**config.mk**
```make
export PLATFORM = sky130hd
export DESIGN_NAME = quantum_op_executor
export DESIGN_NICKNAME = d
export VERILOG_FILES = /design/src/rtl/quantum_pkg.sv /design/src/rtl/quantum_gate_alu.sv /design/src/rtl/quantum_op_executor.sv
export SDC_FILE = /design/constraint.sdc
export NUM_CORES = 1
export LEC_CHECK = 0
export ABC_CLOCK_PERIOD_IN_PS = 3200
export CAP_MARGIN = 20
export CORE_ASPECT_RATIO = 1.75
export CORE_MARGIN = 3
export CORE_UTILIZATION = 35
export CTS_BUF_LIST = sky130_fd_sc_hd__clkbuf_4 sky130_fd_sc_hd__clkbuf_8
export DETAILED_ROUTE_END_ITERATION = 10
export PLACE_DENSITY_LB_ADDON = 0.08
export REMOVE_ABC_BUFFERS = 1
export SYNTH_ARGS = -nofsm -noshare
export SYNTH_HDL_FRONTEND = slang
export SYNTH_HIERARCHICAL = 1
export SYNTH_SLANG_ARGS = --single-unit
```
**constraint.sdc**
```tcl
create_clock -name clk -period 3.2 [get_ports clk]
set_input_delay 0.48 -clock clk [delete_from_list [all_inputs] [get_ports clk]]
set_output_delay 0.48 -clock clk [all_outputs]
set_load 0.1 [all_outputs]
```
**src/rtl/quantum_pkg.sv**
```systemverilog
// Shared definitions for the quantum operation interface: opcodes, status codes,
// result byte positions and the active-qubit mask helper.
package quantum_pkg;

  localparam int NUM_QUBITS = 16;

  typedef enum logic [3:0] {
    OP_NOP     = 4'd0,
    OP_X       = 4'd1,
    OP_CNOT    = 4'd2,
    OP_CCX     = 4'd3,
    OP_SWAP    = 4'd4,
    OP_LOAD    = 4'd5,
    OP_MEASURE = 4'd6,
    OP_PARITY  = 4'd7
  } opcode_e;

  typedef enum logic [7:0] {
    ST_OK     = 8'd0,
    ST_BAD_OP = 8'd1,
    ST_RANGE  = 8'd2,
    ST_DUP    = 8'd3
  } status_e;

  localparam int RB_REG_LO = 0;
  localparam int RB_REG_HI = 1;
  localparam int RB_OPCODE = 2;
  localparam int RB_STATUS = 3;
  localparam int RB_COUNT  = 4;
  localparam int RB_PARITY = 5;

  // n is the effective qubit count, 1..16.
  function automatic logic [15:0] qubit_mask(input logic [4:0] n);
    logic [16:0] full;
    full = (17'd1 << n) - 17'd1;
    return full[15:0];
  endfunction

endpackage

```
**src/rtl/quantum_gate_alu.sv**
```systemverilog
// Combinational gate evaluator: validates operands against the active qubit
// count and produces the next basis register, status and parity.
module quantum_gate_alu
  import quantum_pkg::*;
(
  input  logic [15:0] qreg,
  input  logic [3:0]  code,
  input  logic [3:0]  t,
  input  logic [3:0]  c1,
  input  logic [3:0]  c2,
  input  logic [15:0] load_state,
  input  logic [4:0]  n,
  output logic [15:0] next_qreg,
  output status_e     status,
  output logic        parity
);

  logic [15:0] mask;
  logic        use_t, use_c1, use_c2;
  logic        range_err, dup_err;

  always_comb begin
    // NOTE: every variable gets a default first, so no path through the block infers a latch.
    mask      = qubit_mask(n);
    use_t     = 1'b0;
    use_c1    = 1'b0;
    use_c2    = 1'b0;
    next_qreg = qreg;
    status    = ST_OK;
    parity    = 1'b0;

    case (code)
      OP_X:             use_t = 1'b1;
      OP_CNOT, OP_SWAP: begin use_t = 1'b1; use_c1 = 1'b1; end
      OP_CCX:           begin use_t = 1'b1; use_c1 = 1'b1; use_c2 = 1'b1; end
      default: ;
    endcase

    range_err = (use_t  && ({1'b0, t}  >= n)) ||
                (use_c1 && ({1'b0, c1} >= n)) ||
                (use_c2 && ({1'b0, c2} >= n));
    dup_err   = (use_t  && use_c1 && (t  == c1)) ||
                (use_t  && use_c2 && (t  == c2)) ||
                (use_c1 && use_c2 && (c1 == c2));

    if (code[3])        status = ST_BAD_OP;
    else if (range_err) status = ST_RANGE;
    else if (dup_err)   status = ST_DUP;
    else begin
      case (code)
        OP_X:       next_qreg[t] = ~qreg[t];
        OP_CNOT:    if (qreg[c1]) next_qreg[t] = ~qreg[t];
        OP_CCX:     if (qreg[c1] && qreg[c2]) next_qreg[t] = ~qreg[t];
        OP_SWAP:    begin next_qreg[t] = qreg[c1]; next_qreg[c1] = qreg[t]; end
        OP_LOAD:    next_qreg = load_state & mask;
        OP_PARITY:  parity = ^(qreg & mask);
        default: ;
      endcase
    end
  end

endmodule

```
**src/rtl/quantum_op_executor.sv**
```systemverilog
// Quantum-unit responder: executes latched operation requests against a persistent
// 16-qubit basis register and runs independent error-correction passes.
module quantum_op_executor
  import quantum_pkg::*;
#(
  parameter int EXEC_LATENCY = 4,
  parameter int EC_LATENCY   = 3
) (
  input  logic         clk,
  input  logic         rst,
  input  logic [3:0]   qop_code,
  input  logic [127:0] qop_param_flat,
  input  logic         qop_start,
  output logic         qop_done,
  output logic         qop_error,
  output logic [127:0] qop_result_flat,
  input  logic [3:0]   qubit_count,
  input  logic [15:0]  quantum_state,
  output logic [15:0]  quantum_result,
  output logic         quantum_valid,
  input  logic         error_correct_enable,
  output logic         error_correct_done,
  output logic         error_correct_success
);

  localparam int XW = $clog2(EXEC_LATENCY + 1);
  localparam int EW = $clog2(EC_LATENCY + 1);

  typedef enum logic [1:0] {OP_IDLE, OP_EXEC, OP_DONE} op_state_e;
  typedef enum logic [1:0] {EC_IDLE, EC_RUN, EC_WAIT} ec_state_e;

  op_state_e   op_state, op_next;
  ec_state_e   ec_state, ec_next;
  logic [XW-1:0] exec_cnt;
  logic [EW-1:0] ec_cnt;
  logic        exec_last, ec_last, commit, ec_finish;

  logic [15:0] qreg, qreg_commit, qreg_d, alu_next, state_q;
  logic [3:0]  code_q, t_q, c1_q, c2_q;
  logic [4:0]  n_q;
  logic [7:0]  op_cnt;
  logic        corr_flag, fatal_flag, corr_set, fatal_set, alu_parity;
  status_e     alu_status;
  logic [127:0] result_d;
  logic        unused_param;

  assign unused_param = ^{qop_param_flat[127:20], qop_param_flat[15:12], qop_param_flat[7:4]};

  quantum_gate_alu u_alu (
    .qreg       (qreg),
    .code       (code_q),
    .t          (t_q),
    .c1         (c1_q),
    .c2         (c2_q),
    .load_state (state_q),
    .n          (n_q),
    .next_qreg  (alu_next),
    .status     (alu_status),
    .parity     (alu_parity)
  );

  assign exec_last = (exec_cnt == XW'(EXEC_LATENCY));
  assign ec_last   = (ec_cnt == EW'(EC_LATENCY));
  assign commit    = (op_state == OP_EXEC) && exec_last;
  assign ec_finish = (ec_state == EC_RUN) && ec_last;

  // A correction pass finishing on a commit edge masks the freshly committed register.
  assign qreg_commit = commit ? alu_next : qreg;
  assign qreg_d      = ec_finish ? (qreg_commit & qubit_mask(n_q)) : qreg_commit;
  assign corr_set    = commit && ((alu_status == ST_RANGE) || (alu_status == ST_DUP));
  assign fatal_set   = commit && (alu_status == ST_BAD_OP);

  always_comb begin
    result_d = '0;
    result_d[8*RB_REG_LO +: 8] = alu_next[7:0];
    result_d[8*RB_REG_HI +: 8] = alu_next[15:8];
    result_d[8*RB_OPCODE +: 8] = {4'd0, code_q};
    result_d[8*RB_STATUS +: 8] = alu_status;
    result_d[8*RB_COUNT  +: 8] = op_cnt + 8'd1;
    result_d[8*RB_PARITY +: 8] = {7'd0, alu_parity};
  end

  always_comb begin
    op_next = op_state;
    case (op_state)
      OP_IDLE: if (qop_start)  op_next = OP_EXEC;
      OP_EXEC: if (exec_last)  op_next = OP_DONE;
      OP_DONE: if (!qop_start) op_next = OP_IDLE;
      default:                 op_next = OP_IDLE;
    endcase
  end

  always_comb begin
    ec_next = ec_state;
    case (ec_state)
      EC_IDLE: if (error_correct_enable)  ec_next = EC_RUN;
      EC_RUN:  if (ec_last)               ec_next = EC_WAIT;
      EC_WAIT: if (!error_correct_enable) ec_next = EC_IDLE;
      default:                            ec_next = EC_IDLE;
    endcase
  end

  always_ff @(posedge clk or posedge rst) begin
    if (rst) begin
      op_state <= OP_IDLE;
      ec_state <= EC_IDLE;
      exec_cnt <= '0;
      ec_cnt   <= '0;
    end else begin
      // NOTE: sequential state uses <= so every flop samples pre-edge values regardless of statement order.
      op_state <= op_next;
      ec_state <= ec_next;
      exec_cnt <= (op_state == OP_EXEC && !exec_last) ? exec_cnt + XW'(1) : '0;
      ec_cnt   <= (ec_state == EC_RUN && !ec_last) ? ec_cnt + EW'(1) : '0;
    end
  end

  always_ff @(posedge clk or posedge rst) begin
    if (rst) begin
      qreg                  <= '0;
      code_q                <= '0;
      t_q                   <= '0;
      c1_q                  <= '0;
      c2_q                  <= '0;
      state_q               <= '0;
      n_q                   <= 5'd16;
      op_cnt                <= '0;
      corr_flag             <= 1'b0;
      fatal_flag            <= 1'b0;
      qop_error             <= 1'b0;
      qop_result_flat       <= '0;
      quantum_result        <= '0;
      error_correct_done    <= 1'b0;
      error_correct_success <= 1'b0;
    end else begin
      qop_error          <= 1'b0;
      error_correct_done <= 1'b0;
      qreg               <= qreg_d;
      if (op_state == OP_IDLE && qop_start) begin
        code_q  <= qop_code;
        t_q     <= qop_param_flat[3:0];
        c1_q    <= qop_param_flat[11:8];
        c2_q    <= qop_param_flat[19:16];
        state_q <= quantum_state;
        n_q     <= (qubit_count == 4'd0) ? 5'd16 : {1'b0, qubit_count};
      end
      if (commit) begin
        op_cnt          <= op_cnt + 8'd1;
        qop_result_flat <= result_d;
        quantum_result  <= alu_next;
        qop_error       <= (alu_status != ST_OK);
      end
      if (ec_finish) begin
        corr_flag             <= 1'b0;
        fatal_flag            <= 1'b0;
        error_correct_done    <= 1'b1;
        error_correct_success <= ~(fatal_flag | fatal_set);
      end else begin
        corr_flag  <= corr_flag | corr_set;
        fatal_flag <= fatal_flag | fatal_set;
      end
    end
  end

  assign qop_done      = (op_state == OP_DONE);
  assign quantum_valid = (op_state == OP_DONE);

endmodule

```
==> qor.yml, run 1 <==
outcome: "completed"
wire_per_inst_um: 20.2
synth_top_family_by_area: "simple AND/OR/NAND/NOR gates"
critPathArrivalTime_ns: 3.35
ys.warnings.count: 6
antenna_found_initial: 0
p_leak_nw: 4.31
r2r_end: "qreg[8]$_DFF_PP0_"
synth_seq_cells: 103
critPathMaxFanout: 4
synthesis.instances: 919
r2r-start: "n_q[0]$_DFFE_PP0P_"
io_pins: 305
fp-row-count: 73
cts_tree: "yes"
grt-ovfl-total: 0
die_w_um: 121
root_buffer: "clkbuf_8"
vias_per_cell: 5.25
clk_pin_slew_ns: 0.12
synthXorXnorAreaFrac_pct: 4.26
cts_hold_buf: 0
regArea_um2: 2580
synth_area_leaders: "dfrtp_1 31%, buf_4 11%, nand2_1 7.0%"
first_pass_iters: 5
fin_cells: 1330
synth_commonest_cells: "152 x nand2_1, 117 x buf_4, 102 x dfrtp_1"
cp-start-kind: "flop"
insertion_delay_ns: 0.42
synthSimpleGateAreaFrac_pct: 19.6
synth-async-reset-ratio_pct: 100
place_inst: 1314
route.detailed.drc: 0
first_global_vias: 6860
ys.flop_type: "dfrtp_1"
grt_max_degree: 68
synth_area_per_cell_um2: 8.82
critPathMaxStageDelay_ns: 0.48
drt_iter0_drc: 293
cts.htree.levels: 3
worst_pin_slew_ns: 0.971
synth-compound-area-share_pct: 16.5
drtAntennaViolNets: 0
hold_class: "in2async"
max_freq_ghz: 0.326
post-cts-setup-buffer-count: 0
yosys.area.top_type_share_pct: 31.5
clock_skew_ns: 0.0196
irDropWorstVdd_uv: 700
path_cells: "ha_1 > nand2b_1 > a211oi_1 > o21bai_1 > a32o_1 > or3b_4 > buf_4 > a2111oi_1 > o22ai_1 > nand2_1 > a22oi_1"
portBuffers: 97
layout-area-overhead-vs-synth_pct: 15.1
synth_most_common_cell: "nand2_1"
cts_buffer_depth: 2
hold_viol_final: 0
worst-setup-path-type: "reg2reg"
seq_area_frac_synth_pct: 31.8
cts-resized-gates: 0
hold_slack_ns: 0.444
fin_setup_tns_ns: 0
synth_cell_types: 79
multi_input_area_um2: 4640
num_vias: 6988
setup_viol: 0
netlist_area_um2: 8110
cap_viol_max_count: 0
grt_pass1_wl_um: 41100
fin_nets: 1199
period_share_pct: 95.8
yosysTopAreaCell: "dfrtp_1"
synth-edff-count: 0
dpl.hpwl_um: 20800
fillCellCount: 2363
drive_gt1_share_pct: 21.7
cp.required_ns: 3.49
die_area_um2: 25100
end_kind: "flop"
cts.sinks: 103
rr_worst_depth: 11
drv_slew: 0
cp_top_family: "compound AO/OA/AOI/OAI gates"
routed_wl_um: 26900
grt_usage_pct: 21.4
synth.area.mux_share_pct: 9.23
slowest_stage: "dfrtp_2"
cts_made_buffers: 9
relSlewSlack_pct: 35.0
rsz0062_at_grt: "yes"
worst-path-stages: 11
antennaDiodeCount: 0
place.gp.congestion: 0.946
crit_buf_inv: 1
synthAdderAreaFrac_pct: 2.78
p_per_area_nw_per_um2: 1060
fp.dieH_um: 207
initial_core_util_pct: 35.6
period_minus_slack_ns: 3.07
core_um2: 22700
r2r_slack_ns: 0.13
## per-stage QoR
step / total power [mW] / util (%) / instance area [um^2] / setup slack (ns)
2_1_floorplan: 6.67 / - / 7300 / -0.580
3_3_place_gp: 8.86 / 40.0 / 9090 / 0.0303
3_5_place_dp: 8.88 / 40.0 / 9090 / 0.0200
4_1_cts: 9.84 / 40.9 / 9300 / 0.00830
5_1_grt: 10.5 / 41.0 / 9330 / -0.0360
6_report: 9.86 / 41.0 / 9330 / 0.134
## layout by cell type, fill, tap and decap left out, drive strengths merged, types with 15 or more instances in the layout
| cell type | n |
|---|---|
| nor2 | 45 |
| a22oi | 16 |
| buf | 127 |
| mux2 | 41 |
| a211oi | 18 |
| inv | 31 |
| nand2 | 153 |
| nand3 | 21 |
| nor2b | 19 |
| clkdlybuf4s50 | 42 |
| nand2b | 15 |
| xnor2 | 17 |
| a21oi | 31 |
| conb | 97 |
| o21ai | 27 |
| dfrtp | 102 |
| ha | 18 |
## power by group
group	internal (mW)	switching, mW
clock	0.373	0.524
sequential	1.76	0.540
combinational	2.17	4.49
## logic make-up (layout without fill, tap and decap cells)
family	Yosys count	after routing
muxes	56	56
xor gates and xnor gates	33	33
buffers and inverters	198	214
adders and majority gates	18	18
DFF	103	103
other	2	97
and+or+nand+nor	324	324
AOI/OAI and AO/OA	185	185
## flip-flops by register name, indices dropped and copies added, names as in the netlist
name and flops:
c1_q 4, quantum_result 15, op_cnt 7, qop_error 1, qreg 16, n_q 5, exec_cnt 3, ec_state 2
op_state 2, ec_cnt 2, qop_result_flat 15, c2_q 4, error_correct_success 1, error_correct_done 1, t_q 4, code_q 4
state_q 16, fatal_flag 1
## metal layers
metal / GRT usage [%] / share of wire, %
met1: 24.7 / 38
met2: 38.8 / 52
met3: 2.51 / 4.8
met4: 9.98 / 4.3
met5: 0 / 0
## final cells by class
class | instances | area share (%)
Clock buffer | 9 | 1.33
Multi-Input combinational cell | 713 | 49.7
Sequential cell | 103 | 27.7
Inverter | 29 | 1.19
Tap cell | 300 | 4.02
Clock inverter | 7 | 0.858
Timing Repair Buffer | 169 | 15.2
## worst max path at each step
stage	startpoint	to	slack, ns
6_report	n_q[0]$_DFFE_PP0P_	qreg[8]$_DFF_PP0_	0.13
3_5_place_dp	c2_q[1]$_DFFE_PP0P_	qreg[11]$_DFF_PP0_	0.02
5_1_grt	n_q[0]$_DFFE_PP0P_	qreg[8]$_DFF_PP0_	-0.04
2_1_floorplan	op_state[0]$_DFFE_PP0P_	c1_q[0]$_DFFE_PP0P_	-0.58
4_1_cts	c2_q[1]$_DFFE_PP0P_	qreg[11]$_DFF_PP0_	0.008
3_3_place_gp	c2_q[1]$_DFFE_PP0P_	qreg[15]$_DFF_PP0_	0.03
(Power assumes the default switching activity.)
==> run 2, diff against run 1 <==
ABC_AREA = 1   (was default)
CTS_CLUSTER_DIAMETER = 50   (was default)
==> qor.yml, run 2 <==
fp.dieH_um: 210  # +1.2%
initial_core_util_pct: 35.6  # -0.048 points
period_share_pct: 91.7  # -4.1 points
critPathMaxStageDelay_ns: 0.40  # -0.08 ns
dpl.hpwl_um: 21100  # +1.7%
drtAntennaViolNets: 0  # unchanged
setup.worst_path.start: "n_q[2]$_DFFE_PP0P_"
p_per_area_nw_per_um2: 1070  # +1.6%
synth_seq_cells: 103  # unchanged
io_pins: 305  # unchanged
outcome: "completed"
layout_common_cells: "512 x nand2_1, 136 x nor2_1, 102 x dfrtp_1, 100 x inv_1, 97 x conb_1"
synth_commonest_cells: "512 x nand2_1, 137 x nor2_1, 117 x buf_4"
setup_viol: 0  # unchanged
design_area_um2: 9340  # about the same
antenna_found_initial: 0  # unchanged
yosys.area.top_type_share_pct: 30.7  # -0.75 points
synth_area_per_cell_um2: 6.39  # -28%
worst_pin_slew_ns: 0.977  # +0.00603 ns
p_leak_nw: 5.17  # +20%
irDropWorstVdd_uv: 705  # +0.75%
cts_hold_buf: 0  # unchanged
fin_setup_tns_ns: 0  # unchanged
first_pass_iters: 5  # unchanged
place.gp.congestion: 0.930  # -1.7%
ys.warnings.count: 6  # unchanged
layout_commonest_cell: "nand2_1"
synthesis.instances: 1299  # +41%
crit_buf_inv: 1  # unchanged
end_kind: "flop"
core_um2: 23300  # +2.6%
antennaDiodeCount: 0  # unchanged
synth-edff-count: 0  # unchanged
cts.sinks: 103  # unchanged
die_area_um2: 25700  # +2.4%
slowest_stage: "dfrtp_1"
seq_area_frac_synth_pct: 31.0  # -0.76 points
post-route-util_pct: 40.0  # -1.0 points
clk_pin_slew_ns: 0.11  # about the same
fin_nets: 1556  # +30%
grt_pass1_wl_um: 42200  # +2.5%
drv_slew: 0  # unchanged
reg.largest.list: "qreg (16), state_q (16)"
hold_class: "reg2reg"
vias_per_cell: 4.70  # -10%
cts_tree: "yes"
worstHoldStart: "ec_cnt[0]$_DFF_PP0_"
num_vias: 7953  # +14%
fin_cells: 1691  # +27%
netlist_area_um2: 8310  # +2.5%
r2r-start: "n_q[2]$_DFFE_PP0P_"
cp-start-kind: "flop"
cp.required_ns: 3.52  # +0.03 ns
grt_usage_pct: 21.3  # -0.093 points
drt_iter0_drc: 397  # +35%
synth_cell_types: 47  # -41%
grt-ovfl-total: 0  # unchanged
place_inst: 1675  # +27%
synth-async-reset-ratio_pct: 100  # unchanged
post-cts-setup-buffer-count: 0  # unchanged
cts_buffer_depth: 2  # unchanged
worst-setup-path-type: "reg2reg"
critPathArrivalTime_ns: 3.26  # -0.09 ns
finalPower_mw: 10.0  # +1.7%
layout-area-overhead-vs-synth_pct: 12.4
clock_skew_ns: 0.0180  # -0.00160 ns
cap_viol_max_count: 0  # unchanged
cts.htree.levels: 3  # unchanged
yosysTopAreaCell: "dfrtp_1"
critPathMaxFanout: 9  # +5
place_area_um2: 9110  # +0.25%
synth_most_common_cell: "nand2_1"
fp-row-count: 74  # +1.4%
route.detailed.drc: 0  # unchanged
rsz0062_at_grt: "no"
cts-resized-gates: 0  # unchanged
drive_gt1_share_pct: 10.5  # -11 points
relSlewSlack_pct: 34.6  # -0.40 points
grt_max_degree: 44  # -35%
max_freq_ghz: 0.341  # +4.5%
period_minus_slack_ns: 2.94  # -0.131 ns
die_w_um: 122  # +1.2%
path_cells: "inv_1 > ha_1 > nand2_1 > nand2_1 > a22oi_1 > o21ai_1 > o21ai_2 > nand3_1 > or2_2 > nor4_1 > nand3_1 > nand3_1 > nand2_1"
fillCellCount: 2625  # +11%
cp_top_family: "simple AND/OR/NAND/NOR gates"
routed_wl_um: 26800  # -0.30%
regArea_um2: 2580  # -0.24%
root_buffer: "clkbuf_8"
multi_input_area_um2: 4590  # -1.2%
cts_made_buffers: 9  # unchanged
portBuffers: 97  # unchanged
ys.flop_type: "dfrtp_1"
synth_area_leaders: "dfrtp_1 31%, nand2_1 23%, buf_4 11%"
insertion_delay_ns: 0.42  # about the same
hold_viol_final: 0  # unchanged
wire_per_inst_um: 15.9  # -22%
first_global_vias: 7712  # +12%
run 2: final timing paths:
path / endpoint / slack, ns / depth (start not counted)
min in group asynchronous: op_cnt[1]$_DFFE_PP0P_ / 0.46 / 2
setup reg to reg: error_correct_success$_DFFE_PP0P_ / 0.26 / 13
hold / removal: ec_cnt[0]$_DFF_PP0_ / 0.44 / 1
max in group asynchronous: state_q[8]$_DFFE_PP0P_ / 2.12 / 3
hold reg to reg: ec_cnt[0]$_DFF_PP0_ / 0.44 / 1
setup / recovery: error_correct_success$_DFFE_PP0P_ / 0.26 / 13
run 2: per-layer routing:
metal	up-vias	global-route usage, %	routed length [um]
met5	-	0	0
li1	4012	-	-
met2	278	37.7	13600
met1	3604	24.1	10400
met3	59	3.56	1420
met4	0	11.3	1380
run 2: cells by family after synthesis:
family	count (synthesis)	share of synthesized area [%]
AOI/OAI and AO/OA	125	8.31
xor gates and xnor gates	19	2.00
adders and majority gates	18	2.71
buffers and inverters	269	18.1
DFF	103	31.0
other	2	0.0904
and+or+nand+nor	763	37.7
run 2: area by class of cell:
cell class                 instances  area share, %
clock inverter                     7           1.09
clock buffer                       9           1.33
sequential                       103           27.6
inverter                         114           4.64
timing repair buffer             132           12.1
tap                              304           4.07
multi-input combinational       1022           49.1
run 2: metrics by stage:
step | hold WS [ns] | worst slack, ns
3_5_place_dp | 0.430 | 0.200
5_1_grt | 0.462 | 0.0145
6_report | 0.440 | 0.265
2_1_floorplan | 0.410 | -0.227
3_3_place_gp | 0.422 | 0.253
4_1_cts | 0.444 | 0.184
run 2: power by group:
group | leakage, nW | total, mW | internal [mW] | switching, mW
logic | 3.71 | 6.72 | 1.76 | 4.97
registers | 1.34 | 2.31 | 1.74 | 0.573
clock network | 0.117 | 0.987 | 0.452 | 0.536
total | 5.17 | 10.0 | 3.95 | 6.07
==> variant (flow settings as in run 1) <==
Change the package constant `RB_STATUS` from 3 to 2.
--- a/src/rtl/quantum_pkg.sv
+++ b/src/rtl/quantum_pkg.sv
@@ -27,3 +27,3 @@
   localparam int RB_OPCODE = 2;
-  localparam int RB_STATUS = 3;
+  localparam int RB_STATUS = 2;
   localparam int RB_COUNT  = 4;
Behaviour: no difference found for any inputs over 4 cycles, from zero or initial values and one cycle with rst high; that may be too few to reach the edited logic, so the function may still have changed.
==> variant against run 1 <==
- final area down 0.86%
- clock power up 4.2%
- wire length up 0.51%
- total power down 3.2%
- synthesized area down 1.6%
- critical path type unchanged
- synthesized cell count down 1.2%
- via count down 0.82%
- sequential cell count down 4
- worst setup slack worse by 0.045 ns
==> variant: results (changes against run 1) <==
top cells by count, synth: 139 x nand2_1, 124 x buf_4, 98 x dfrtp_1 (was 152 x nand2_1, 117 x buf_4, 102 x dfrtp_1)
initial antenna violation count: 0 (unchanged)
dpl cells: 1302 (was 1314)
CTS max path bufs: 2 (unchanged)
vias in the first global route: 6716 (was 6860)
Max VDD drop: 884 uV (was 700 uV)
Setup Skew: 0.0118 ns (was 0.0196 ns)
Worst Hold Class: flop to flop (was input pin to asynchronous set/reset pin)
Layout Nets: 1195 (was 1199)
top post-synthesis cells by area: dfrtp_1 31%, buf_4 12%, nand2_1 6.5% (was dfrtp_1 31%, buf_4 11%, nand2_1 7.0%)
Worst Tran Pin Value: 0.972 ns (was 0.971 ns)
global placement routability congestion: 0.976 (was 0.946)
DR pass1 iterations: 5 (unchanged)
DP Worst Slack: -0.105 ns (was 0.0200 ns)
EDFF count, synth: 0 (unchanged)
Critical Path AT: 3.37 ns (was 3.35 ns)
Slowest-stage cell, CP: or3_1 (was dfrtp_2)
Post-Syn Instances: 908 (was 919)
status: finished clean (unchanged)
Post-DP HPWL: 21.1 mm (was 20.8 mm)
PortBufs: 93 (was 97)
share of layout cells above drive strength 1: 21.5% (was 21.7%)
total CTS buffers: 9 (unchanged)
Syn. warnings: 6 (unchanged)
FFs w/ async S/R, synth: 100% (unchanged)
Worst setup SP type: flop (unchanged)
Worst R2R Start: n_q[0]$_DFFE_PP0P_ (unchanged)
Vias/cell: 5.25 (about the same)
first-pass GRT wire length: 40.4 mm (was 41.1 mm)
Max stage delay on crit path: 0.54 ns (was 0.48 ns)
register area share after synthesis: 31.1% (was 31.8%)
Via Count: 6931 (was 6988)
Crit Path Max Fanout: 9 (was 4)
Distinct cells, synth: 78 (was 79)
Tot GR Track Use: 21.7% (was 21.4%)
clock-pin slew on the worst setup and hold paths: 0.09 ns (was 0.12 ns)
htree depth: 3 (unchanged)
Routed Wire Length: 27.0 mm (was 26.9 mm)
P_leak: 4.27 nW (was 4.31 nW)
family with the most delay on the worst path: simple AND/OR/NAND/NOR gates (was compound AO/OA/AOI/OAI gates)
Worst Min Path Start: ec_cnt[0]$_DFF_PP0_
Root Buffer: clkbuf_8 (unchanged)
Worst-Skew Late Latency: 0.40 ns (was 0.42 ns)
Initial DRC Count: 355 (was 293)
largest net degree at the start of global routing: 66 (was 68)
Top Registers: qreg: 16 flops, state_q: 16 flops, quantum_result: 15 flops (was qreg: 16 flops, state_q: 16 flops)
Antenna Cells: 0 (unchanged)
-- variant: cell count changes after synthesis, moves of 2 or more --
cell,run 1,this run
buf_4,117,124
buf_6,7,5
nand2b_1,15,13
buf_2,25,22
a221oi_1,12,10
dfrtp_1,102,98
nand2_1,152,139
clkbuf_1,18,20
-- variant: through the flow --
step | area, um^2 | hold slack, ns
final | 9250 | 0.447
after global routing | 9250 | 0.485
after CTS | 9200 | 0.454
after detailed placement | 8980 | 0.440
after global placement | 8980 | 0.441
after floorplan | 7160 | 0.416
-- variant: cells by family after synthesis --
family                   count (synthesis)  synth area share, %
other                                    2               0.0941
XOR/XNOR                                33                 4.33
flip-flops                              99                 31.1
AND/OR/NAND/NOR                        314                 19.4
multiplexers                            57                 9.50
buffers and inverters                  203                 16.3
adder cells (fa/ha/maj)                 18                 2.82
AO/OA/AOI/OAI                          182                 16.5
-- variant: what timing repair did --
action / CTS / global route
endpoints found under the hold margin: 0 / 0
cloned: 0 / 0
pin swaps: 0 / 3
endpoints found under the setup margin: 13 / 12
resized for setup: 3 / 8
setup buffers: 0 / 4
-- variant: cell type report --
class | instances | area [um^2]
Timing Repair Buffer | 176 | 1470
Tap cell | 296 | 370
Sequential cell | 99 | 2480
Inverter | 30 | 115
Clock buffer | 10 | 131
Fill cell | 2251 | 13000
Clock inverter | 5 | 86.3
Multi-Input combinational cell | 705 | 4600
-- variant: worst register-to-register path, stage by stage, from the launching register on --
cell and delay, ns:
dfrtp_2 0.49, ha_1 0.29, nand2b_1 0.15, a211oi_1 0.27, o21bai_1 0.14, a32o_1 0.29, or3b_4 0.45, or3_1 0.54
o2bb2ai_1 0.19, nand2_1 0.10, a22oi_1 0.08
-- variant: routing by layer --
layer / vias to the layer above / wire [um] / track usage [%]
met4: 0 / 1470 / 12.6
met1: 3359 / 10200 / 24.2
met5: - / 0 / 0
met2: 297 / 14000 / 39.3
met3: 51 / 1360 / 2.59
li1: 3224 / - / -
-- variant: path summary, 6_finish.rpt --
check	endpoint	slack, ns	cells past startpoint
min in group asynchronous	exec_cnt[0]$_DFF_PP0_	0.60	2
worst max register to register	qreg[10]$_DFF_PP0_	0.09	10
max in group asynchronous	c1_q[1]$_DFFE_PP0P_	1.91	3
worst min-delay path	ec_cnt[0]$_DFF_PP0_	0.45	1
worst min register to register	ec_cnt[0]$_DFF_PP0_	0.45	1
worst max-delay path	qreg[10]$_DFF_PP0_	0.09	10
-- variant: power by group --
group,switching (mW),leakage [nW],internal [mW]
clock,0.482,0.111,0.452
combinational,4.29,2.89,2.13
sequential,0.503,1.26,1.68
